<file path="src/rtl/multicycle_controller.sv">
// Multicycle RV32I control FSM (Moore). Sequences the shared ALU and the
// unified memory port over several cycles per instruction, stretching the
// memory states until mem_ready.
// Optional feature: define PERF_CNT_EN to build the cycle/retired counters;
// otherwise cycle_cnt and instret are tied to zero.
module multicycle_controller #(
  parameter int ILLEGAL_HALT = 1,
  parameter int CNT_W        = 32
) (
  input  logic             clk,
  input  logic             reset,
  input  logic [6:0]       op,
  input  logic [2:0]       funct3,
  input  logic             Zero,
  input  logic             ALUR31,
  input  logic             mem_ready,
  output logic             mem_req,
  output logic             AdrSrc,
  output logic             MemWrite,
  output logic             IRWrite,
  output logic             PCWrite,
  output logic             RegWrite,
  output logic [1:0]       ResultSrc,
  output logic [1:0]       ALUSrcA,
  output logic [1:0]       ALUSrcB,
  output logic [1:0]       ALUOp,
  output logic [1:0]       ImmSrc,
  output logic             illegal,
  output logic [CNT_W-1:0] cycle_cnt,
  output logic [CNT_W-1:0] instret
);

  localparam logic [6:0] OP_LW    = 7'b0000011;
  localparam logic [6:0] OP_SW    = 7'b0100011;
  localparam logic [6:0] OP_R     = 7'b0110011;
  localparam logic [6:0] OP_I     = 7'b0010011;
  localparam logic [6:0] OP_BR    = 7'b1100011;
  localparam logic [6:0] OP_JAL   = 7'b1101111;
  localparam logic [6:0] OP_JALR  = 7'b1100111;

  typedef enum logic [3:0] {
    S_FETCH, S_DECODE, S_MEMADR, S_MEMREAD, S_MEMWB, S_MEMWRITE,
    S_EXECR, S_EXECI, S_ALUWB, S_BRANCH, S_JALR, S_JAL, S_UPPER, S_HALT
  } state_t;

  state_t state, nextState;

  // Raw (pre-reset-gating) control values
  logic       memReqR, adrSrcR, memWriteR, irWriteR, pcWriteR, regWriteR, illegalR;
  logic [1:0] resultSrcR, srcAR, srcBR, aluOpR, immSrcR;
  logic       take;

  // State register; reset abandons any pending access and restarts at FETCH
  always_ff @(posedge clk) begin
    if (reset) state <= S_FETCH;
    else       state <= nextState;
  end

  // Branch decision from ALU flags; unsupported compares never take
  always_comb begin
    take = 1'b0;
    case (funct3)
      3'b000:  take = Zero;
      3'b001:  take = ~Zero;
      3'b101:  take = ~ALUR31;
      default: take = 1'b0;
    endcase
  end

  // Immediate format selected straight from the opcode
  always_comb begin
    immSrcR = 2'b00;
    case (op)
      OP_SW:   immSrcR = 2'b01;
      OP_BR:   immSrcR = 2'b10;
      OP_JAL:  immSrcR = 2'b11;
      default: immSrcR = 2'b00;
    endcase
  end

  // Next state and per-state controls; anything not set stays 0
  always_comb begin
    nextState  = state;
    memReqR    = 1'b0;
    adrSrcR    = 1'b0;
    memWriteR  = 1'b0;
    irWriteR   = 1'b0;
    pcWriteR   = 1'b0;
    regWriteR  = 1'b0;
    illegalR   = 1'b0;
    resultSrcR = 2'b00;
    srcAR      = 2'b00;
    srcBR      = 2'b00;
    aluOpR     = 2'b00;
    case (state)
      S_FETCH: begin
        memReqR    = 1'b1;
        resultSrcR = 2'b10;
        srcBR      = 2'b10;
        if (mem_ready) begin
          irWriteR  = 1'b1;
          pcWriteR  = 1'b1;
          nextState = S_DECODE;
        end
      end
      S_DECODE: begin
        // Precompute branch/jal target into ALUOut while decoding
        srcAR = 2'b01;
        srcBR = 2'b01;
        casez (op)
          OP_LW, OP_SW: nextState = S_MEMADR;
          OP_R:         nextState = S_EXECR;
          OP_I:         nextState = S_EXECI;
          OP_BR:        nextState = S_BRANCH;
          OP_JAL:       nextState = S_JAL;
          OP_JALR:      nextState = S_JALR;
          7'b0?10111:   nextState = S_UPPER;
          default: begin
            illegalR  = 1'b1;
            nextState = (ILLEGAL_HALT != 0) ? S_HALT : S_FETCH;
          end
        endcase
      end
      S_MEMADR: begin
        srcAR     = 2'b10;
        srcBR     = 2'b01;
        nextState = (op == OP_LW) ? S_MEMREAD : S_MEMWRITE;
      end
      S_MEMREAD: begin
        memReqR = 1'b1;
        adrSrcR = 1'b1;
        if (mem_ready) nextState = S_MEMWB;
      end
      S_MEMWB: begin
        resultSrcR = 2'b01;
        regWriteR  = 1'b1;
        nextState  = S_FETCH;
      end
      S_MEMWRITE: begin
        memReqR   = 1'b1;
        adrSrcR   = 1'b1;
        memWriteR = 1'b1;
        if (mem_ready) nextState = S_FETCH;
      end
      S_EXECR: begin
        srcAR     = 2'b10;
        aluOpR    = 2'b10;
        nextState = S_ALUWB;
      end
      S_EXECI: begin
        srcAR     = 2'b10;
        srcBR     = 2'b01;
        aluOpR    = 2'b10;
        nextState = S_ALUWB;
      end
      S_ALUWB: begin
        regWriteR = 1'b1;
        nextState = S_FETCH;
      end
      S_BRANCH: begin
        srcAR     = 2'b10;
        aluOpR    = 2'b01;
        pcWriteR  = take;
        nextState = S_FETCH;
      end
      S_JALR: begin
        // Target rs1+imm lands in ALUOut, then shares the JAL link path
        srcAR     = 2'b10;
        srcBR     = 2'b01;
        nextState = S_JAL;
      end
      S_JAL: begin
        srcAR     = 2'b01;
        srcBR     = 2'b10;
        pcWriteR  = 1'b1;
        nextState = S_ALUWB;
      end
      S_UPPER: begin
        resultSrcR = 2'b11;
        regWriteR  = 1'b1;
        nextState  = S_FETCH;
      end
      S_HALT:  nextState = S_HALT;
      default: nextState = S_FETCH;
    endcase
  end

  // Reset forces every output low combinationally, including the memory request
  assign mem_req   = reset ? 1'b0  : memReqR;
  assign AdrSrc    = reset ? 1'b0  : adrSrcR;
  assign MemWrite  = reset ? 1'b0  : memWriteR;
  assign IRWrite   = reset ? 1'b0  : irWriteR;
  assign PCWrite   = reset ? 1'b0  : pcWriteR;
  assign RegWrite  = reset ? 1'b0  : regWriteR;
  assign illegal   = reset ? 1'b0  : illegalR;
  assign ResultSrc = reset ? 2'b00 : resultSrcR;
  assign ALUSrcA   = reset ? 2'b00 : srcAR;
  assign ALUSrcB   = reset ? 2'b00 : srcBR;
  assign ALUOp     = reset ? 2'b00 : aluOpR;
  assign ImmSrc    = (reset || state == S_HALT) ? 2'b00 : immSrcR;

`ifdef PERF_CNT_EN
  localparam logic [CNT_W-1:0] CNT_ONE = {{(CNT_W-1){1'b0}}, 1'b1};
  logic [CNT_W-1:0] cycReg, retReg;
  logic             retire;

  // An instruction retires on its last state, i.e. the one heading back to FETCH
  assign retire = (nextState == S_FETCH) && (state != S_FETCH) && (state != S_HALT);

  // Free-running performance counters, wrap naturally
  always_ff @(posedge clk) begin
    if (reset) begin
      cycReg <= '0;
      retReg <= '0;
    end else begin
      cycReg <= cycReg + CNT_ONE;
      if (retire) retReg <= retReg + CNT_ONE;
    end
  end

  assign cycle_cnt = cycReg;
  assign instret   = retReg;
`else
  assign cycle_cnt = '0;
  assign instret   = '0;
`endif

endmodule

</file>
<file path="config.mk">
export PLATFORM = sky130hd
export DESIGN_NAME = multicycle_controller
export DESIGN_NICKNAME = d
export VERILOG_FILES = /design/src/rtl/multicycle_controller.sv
export SDC_FILE = /design/constraint.sdc
export NUM_CORES = 1
export LEC_CHECK = 0
export ABC_CLOCK_PERIOD_IN_PS = 1500
export CAP_MARGIN = 5
export CORE_ASPECT_RATIO = 0.9
export CORE_UTILIZATION = 34
export CTS_CLUSTER_DIAMETER = 150
export CTS_CLUSTER_SIZE = 10
export DETAILED_ROUTE_END_ITERATION = 8
export PLACE_DENSITY = 0.82
export SETUP_SLACK_MARGIN = 0.15
export SYNTH_ARGS = -nofsm -noshare
export SYNTH_HDL_FRONTEND = slang
export SYNTH_SLANG_ARGS = --single-unit
</file>
<file path="constraint.sdc">
create_clock -name clk -period 1.5 [get_ports clk]
set_input_delay 0.15 -clock clk [delete_from_list [all_inputs] [get_ports clk]]
set_output_delay 0.15 -clock clk [all_outputs]
set_load 0.05 [all_outputs]
</file>
==> impl_results.html <==
<table>
<tr><th>Metric</th><th>Value</th></tr>
<tr><th colspan="2">STA</th></tr>
<tr><td>Unrepaired setup endpoints after global routing</td><td>true</td></tr>
<tr><td>Count of final hold-check violations</td><td>0</td></tr>
<tr><td>Clock Skews</td><td>6.39 ps</td></tr>
<tr><td>Hold WS</td><td>507 ps</td></tr>
<tr><td>Post-route clock period utilization</td><td>1.05</td></tr>
<tr><td>Final setup violating endpoints</td><td>11</td></tr>
<tr><td>Final setup margin</td><td>-72.3 ps</td></tr>
<tr><td>Fin crit period</td><td>~1600 ps</td></tr>
<tr><td>Maximum achievable frequency</td><td>roughly 640 MHz</td></tr>
<tr><td>Final-report max-slew violation count</td><td>0</td></tr>
<tr><th colspan="2">Cells and area</th></tr>
<tr><td>Most frequent cells in the layout</td><td>64 x sky130_fd_sc_hd__conb_1, 41 x sky130_fd_sc_hd__buf_4, 17 x sky130_fd_sc_hd__buf_12</td></tr>
<tr><td>Diodes inserted</td><td>0</td></tr>
<tr><td>Area added between synthesis and finish</td><td>90.6%</td></tr>
<tr><td>Most common cell after layout, fill and taps aside</td><td>sky130_fd_sc_hd__conb_1</td></tr>
<tr><td>Share of layout cells above drive strength 1</td><td>0.466</td></tr>
<tr><td>Total Nets Final</td><td>279</td></tr>
<tr><td>Flip-flop count of the largest register, all copies and words added</td><td>4</td></tr>
<tr><td>Largest Register</td><td>state</td></tr>
<tr><td>Largest registers</td><td>state: 4 flops</td></tr>
<tr><th colspan="2">Detailed routing</th></tr>
<tr><td>Wire length per cell after detailed routing</td><td>13.9 microns</td></tr>
<tr><td>DR vias</td><td>1,494</td></tr>
<tr><td>Number of DRC violations after detailed routing</td><td>0</td></tr>
<tr><td>Average vias per placed instance</td><td>4.88</td></tr>
<tr><td>Count of TritonRoute iterations in the first routing pass</td><td>6</td></tr>
<tr><td>Final antenna-violating net count</td><td>0</td></tr>
<tr><td>DRC marker count from the first detailed-route iteration</td><td>56</td></tr>
<tr><td>Routed Wire Length</td><td>4250 microns</td></tr>
<tr><th colspan="2">Power and ir drop</th></tr>
<tr><td>Power density relative to cell area</td><td>approximately 1200 nW/um^2</td></tr>
<tr><td>Post-layout power</td><td>2.84 mW</td></tr>
<tr><td>VDD IR-drop max</td><td>roughly 0.9 mV</td></tr>
<tr><td>Leak</td><td>1.04 nW</td></tr>
<tr><th colspan="2">Min path</th></tr>
<tr><td>Endpoint of the worst hold path</td><td>state[1]</td></tr>
<tr><td>Hold Path Cell Cnt</td><td>4</td></tr>
<tr><td>Type of the most critical hold path</td><td>in -&gt; reg</td></tr>
<tr><td>Startpoint of the lowest-slack hold path</td><td>reset</td></tr>
<tr><th colspan="2">Global routing</th></tr>
<tr><td>First-pass GRT wire length</td><td>6250 microns</td></tr>
<tr><td>Global-route usage over all layers</td><td>0.211</td></tr>
<tr><td>Vias in the first global route</td><td>1,310</td></tr>
<tr><td>Pin count of the biggest net entering global routing</td><td>14</td></tr>
<tr><td>Antenna violations before repair</td><td>0</td></tr>
<tr><td>Overall overflow remaining after global route</td><td>0</td></tr>
<tr><th colspan="2">Critical path</th></tr>
<tr><td>Endpoint required time on the critical path</td><td>1350 ps</td></tr>
<tr><td>Critical Setup Path Class</td><td>reg -&gt; out</td></tr>
<tr><td>Terminus of the critical flop-to-flop path</td><td>state[0]</td></tr>
<tr><td>Max Fanout on Critical Path</td><td>5</td></tr>
<tr><td>Endpoint kind of the worst setup timing path</td><td>output port</td></tr>
<tr><td>Reg2Reg Setup Slack</td><td>40 ps</td></tr>
<tr><td>Worst reg2reg path startpoint</td><td>state[2]</td></tr>
<tr><td>CP startpoint kind</td><td>flop</td></tr>
<tr><td>Depth of the most critical reg-to-reg path</td><td>5</td></tr>
<tr><td>CP arrival</td><td>roughly 1400 ps</td></tr>
<tr><th colspan="2">Synthesis</th></tr>
<tr><td>Yosys warning total</td><td>0</td></tr>
<tr><td>Register area share after synthesis</td><td>0.0651</td></tr>
<tr><td>Flop and latch count out of synthesis</td><td>4</td></tr>
<tr><td>Proportion of synthesized flip-flops having asynchronous set or reset</td><td>0</td></tr>
<tr><td>Unique cell type count in the Yosys netlist</td><td>40</td></tr>
<tr><td>EDFF count, synth</td><td>0</td></tr>
<tr><td>Number of standard cells after synthesis</td><td>186</td></tr>
<tr><td>Flip-flop cell with the highest count after synthesis</td><td>sky130_fd_sc_hd__dfxtp_1</td></tr>
<tr><td>Cell area after technology mapping</td><td>1230 sq um</td></tr>
<tr><td>Syn Area/Cell</td><td>between 6 and 7 sq um</td></tr>
<tr><th colspan="2">Placed design</th></tr>
<tr><td>Global placer's final weighted congestion</td><td>between 0.8 and 0.9</td></tr>
<tr><td>Pre-CTS setup slack</td><td>-352 ps</td></tr>
<tr><td>Post-DP HPWL</td><td>2600 microns</td></tr>
<tr><td>Input/output buffers</td><td>31</td></tr>
<tr><th colspan="2">Status</th></tr>
<tr><td>Failing checks</td><td>setup timing</td></tr>
<tr><td>Status</td><td>finished with violations</td></tr>
<tr><th colspan="2">Die</th></tr>
<tr><td>I/O pin count</td><td>96</td></tr>
<tr><td>Y dimension of the die</td><td>just under 60 microns</td></tr>
<tr><td>Starting utilization of the core area</td><td>0.359</td></tr>
<tr><td>X dimension of the die</td><td>65.4 microns</td></tr>
<tr><td>Floorplan core area</td><td>about 3400 sq um</td></tr>
<tr><td>Std cell rows</td><td>20</td></tr>
<tr><td>Total die area</td><td>3860 sq um</td></tr>
<tr><th colspan="2">CTS</th></tr>
<tr><td>Num Clock Sinks</td><td>4</td></tr>
<tr><td>Number of H-tree levels</td><td>1</td></tr>
<tr><td>Clock-pin slew on the worst setup and hold paths</td><td>about 40 ps</td></tr>
<tr><td>Hold-fix buffers at CTS</td><td>0</td></tr>
<tr><td>Cts bufs inserted</td><td>3</td></tr>
<tr><td>Max Root-Sink Buffers</td><td>2</td></tr>
<tr><td>Insertion delay of the later-clocked pin in the worst-skew pair</td><td>220 ps</td></tr>
<tr><td>CTS tree</td><td>built</td></tr>
<tr><td>Cell chosen for the clock root</td><td>sky130_fd_sc_hd__clkbuf_8</td></tr>
<tr><th colspan="2">Job</th></tr>
<tr><td>Number of violations of the max-capacitance limit</td><td>0</td></tr>
</table>
report_power, final:
group | switching, mW | internal [mW] | leakage [nW]
clock | 0.0640 | 0.172 | 0.0216
combinational | 1.39 | 0.987 | 0.986
sequential | 0.0865 | 0.145 | 0.0356
repair_timing:
action,4_1_cts,5_1_grt
setup endpoints to repair,21,21
pin swaps,17,11
resized for setup,47,19
setup buffers,10,6
critical path: stages (launching register included):
cell and delay, ps:
sky130_fd_sc_hd__dfxtp_4 380, sky130_fd_sc_hd__buf_12 140, sky130_fd_sc_hd__nand2_8 60, sky130_fd_sc_hd__nor4_4 240
sky130_fd_sc_hd__a32o_2 230, sky130_fd_sc_hd__buf_6 160
metal layers:
layer / vias up / global-route usage / wire length [microns]
met5: - / 0 / 0
met4: 0 / 0.0342 / 32
met3: 8 / 0.0500 / 343
met2: 99 / 0.384 / 2250
met1: 714 / 0.255 / 1630
li1: 673 / - / -
Yosys cell counts, types with 5 or more instances:
cell type / number / area (sq um)
sky130_fd_sc_hd__nor4_1: 6 / 37.5
sky130_fd_sc_hd__buf_4: 64 / 480
sky130_fd_sc_hd__nor2_1: 15 / 56.3
sky130_fd_sc_hd__nand2_1: 15 / 56.3
sky130_fd_sc_hd__nand3_1: 6 / 30.0
sky130_fd_sc_hd__clkbuf_1: 5 / 18.8
sky130_fd_sc_hd__nand2b_1: 5 / 31.3
sky130_fd_sc_hd__nor3_1: 5 / 25.0
sky130_fd_sc_hd__o21ai_0: 5 / 25.0
sky130_fd_sc_hd__a21oi_1: 5 / 25.0
area by class of cell:
class	count	area, sq um
timing repair buffer	86	933
fill	237	1080
tap	44	55.1
inverter	5	21.3
sequential	4	95.1
clock buffer	3	41.3
multi-input combinational	164	1200
logic make-up (layout without fill, tap and decap cells):
logic type                count (synthesis)  in the layout  share of synthesized area
DFF                                       4              4                     0.0651
buffers and inverters                    81             94                      0.447
other                                     1             64                    0.00305
muxes                                     1              1                    0.00814
xor gates and xnor gates                  3              3                     0.0214
AOI/OAI and AO/OA                        34             34                      0.202
and+or+nand+nor                          62             62                      0.253
per-stage QoR:
stage,utilization,TNS (ps),std cells,area (sq um)
3_5_place_dp,0.576,-1650,287,1970
5_1_grt,0.684,-918,306,2340
4_1_cts,0.647,-430,300,2220
2_1_floorplan,-,-541,249,1750
3_3_place_gp,0.576,-1390,287,1970
6_report,0.684,-447,306,2340
worst max path at each step:
stage,start,endpoint,slack (ps),cells past startpoint
after CTS,state[2],PCWrite,-60,4
final,state[0],PCWrite,-70,5
after global routing,state[2],illegal,-120,5
after floorplan,state[1],PCWrite,-280,3
after detailed placement,op[5],illegal,-350,6
after global placement,op[5],illegal,-320,6
Note: power is estimated with default switching activity, not from simulation.
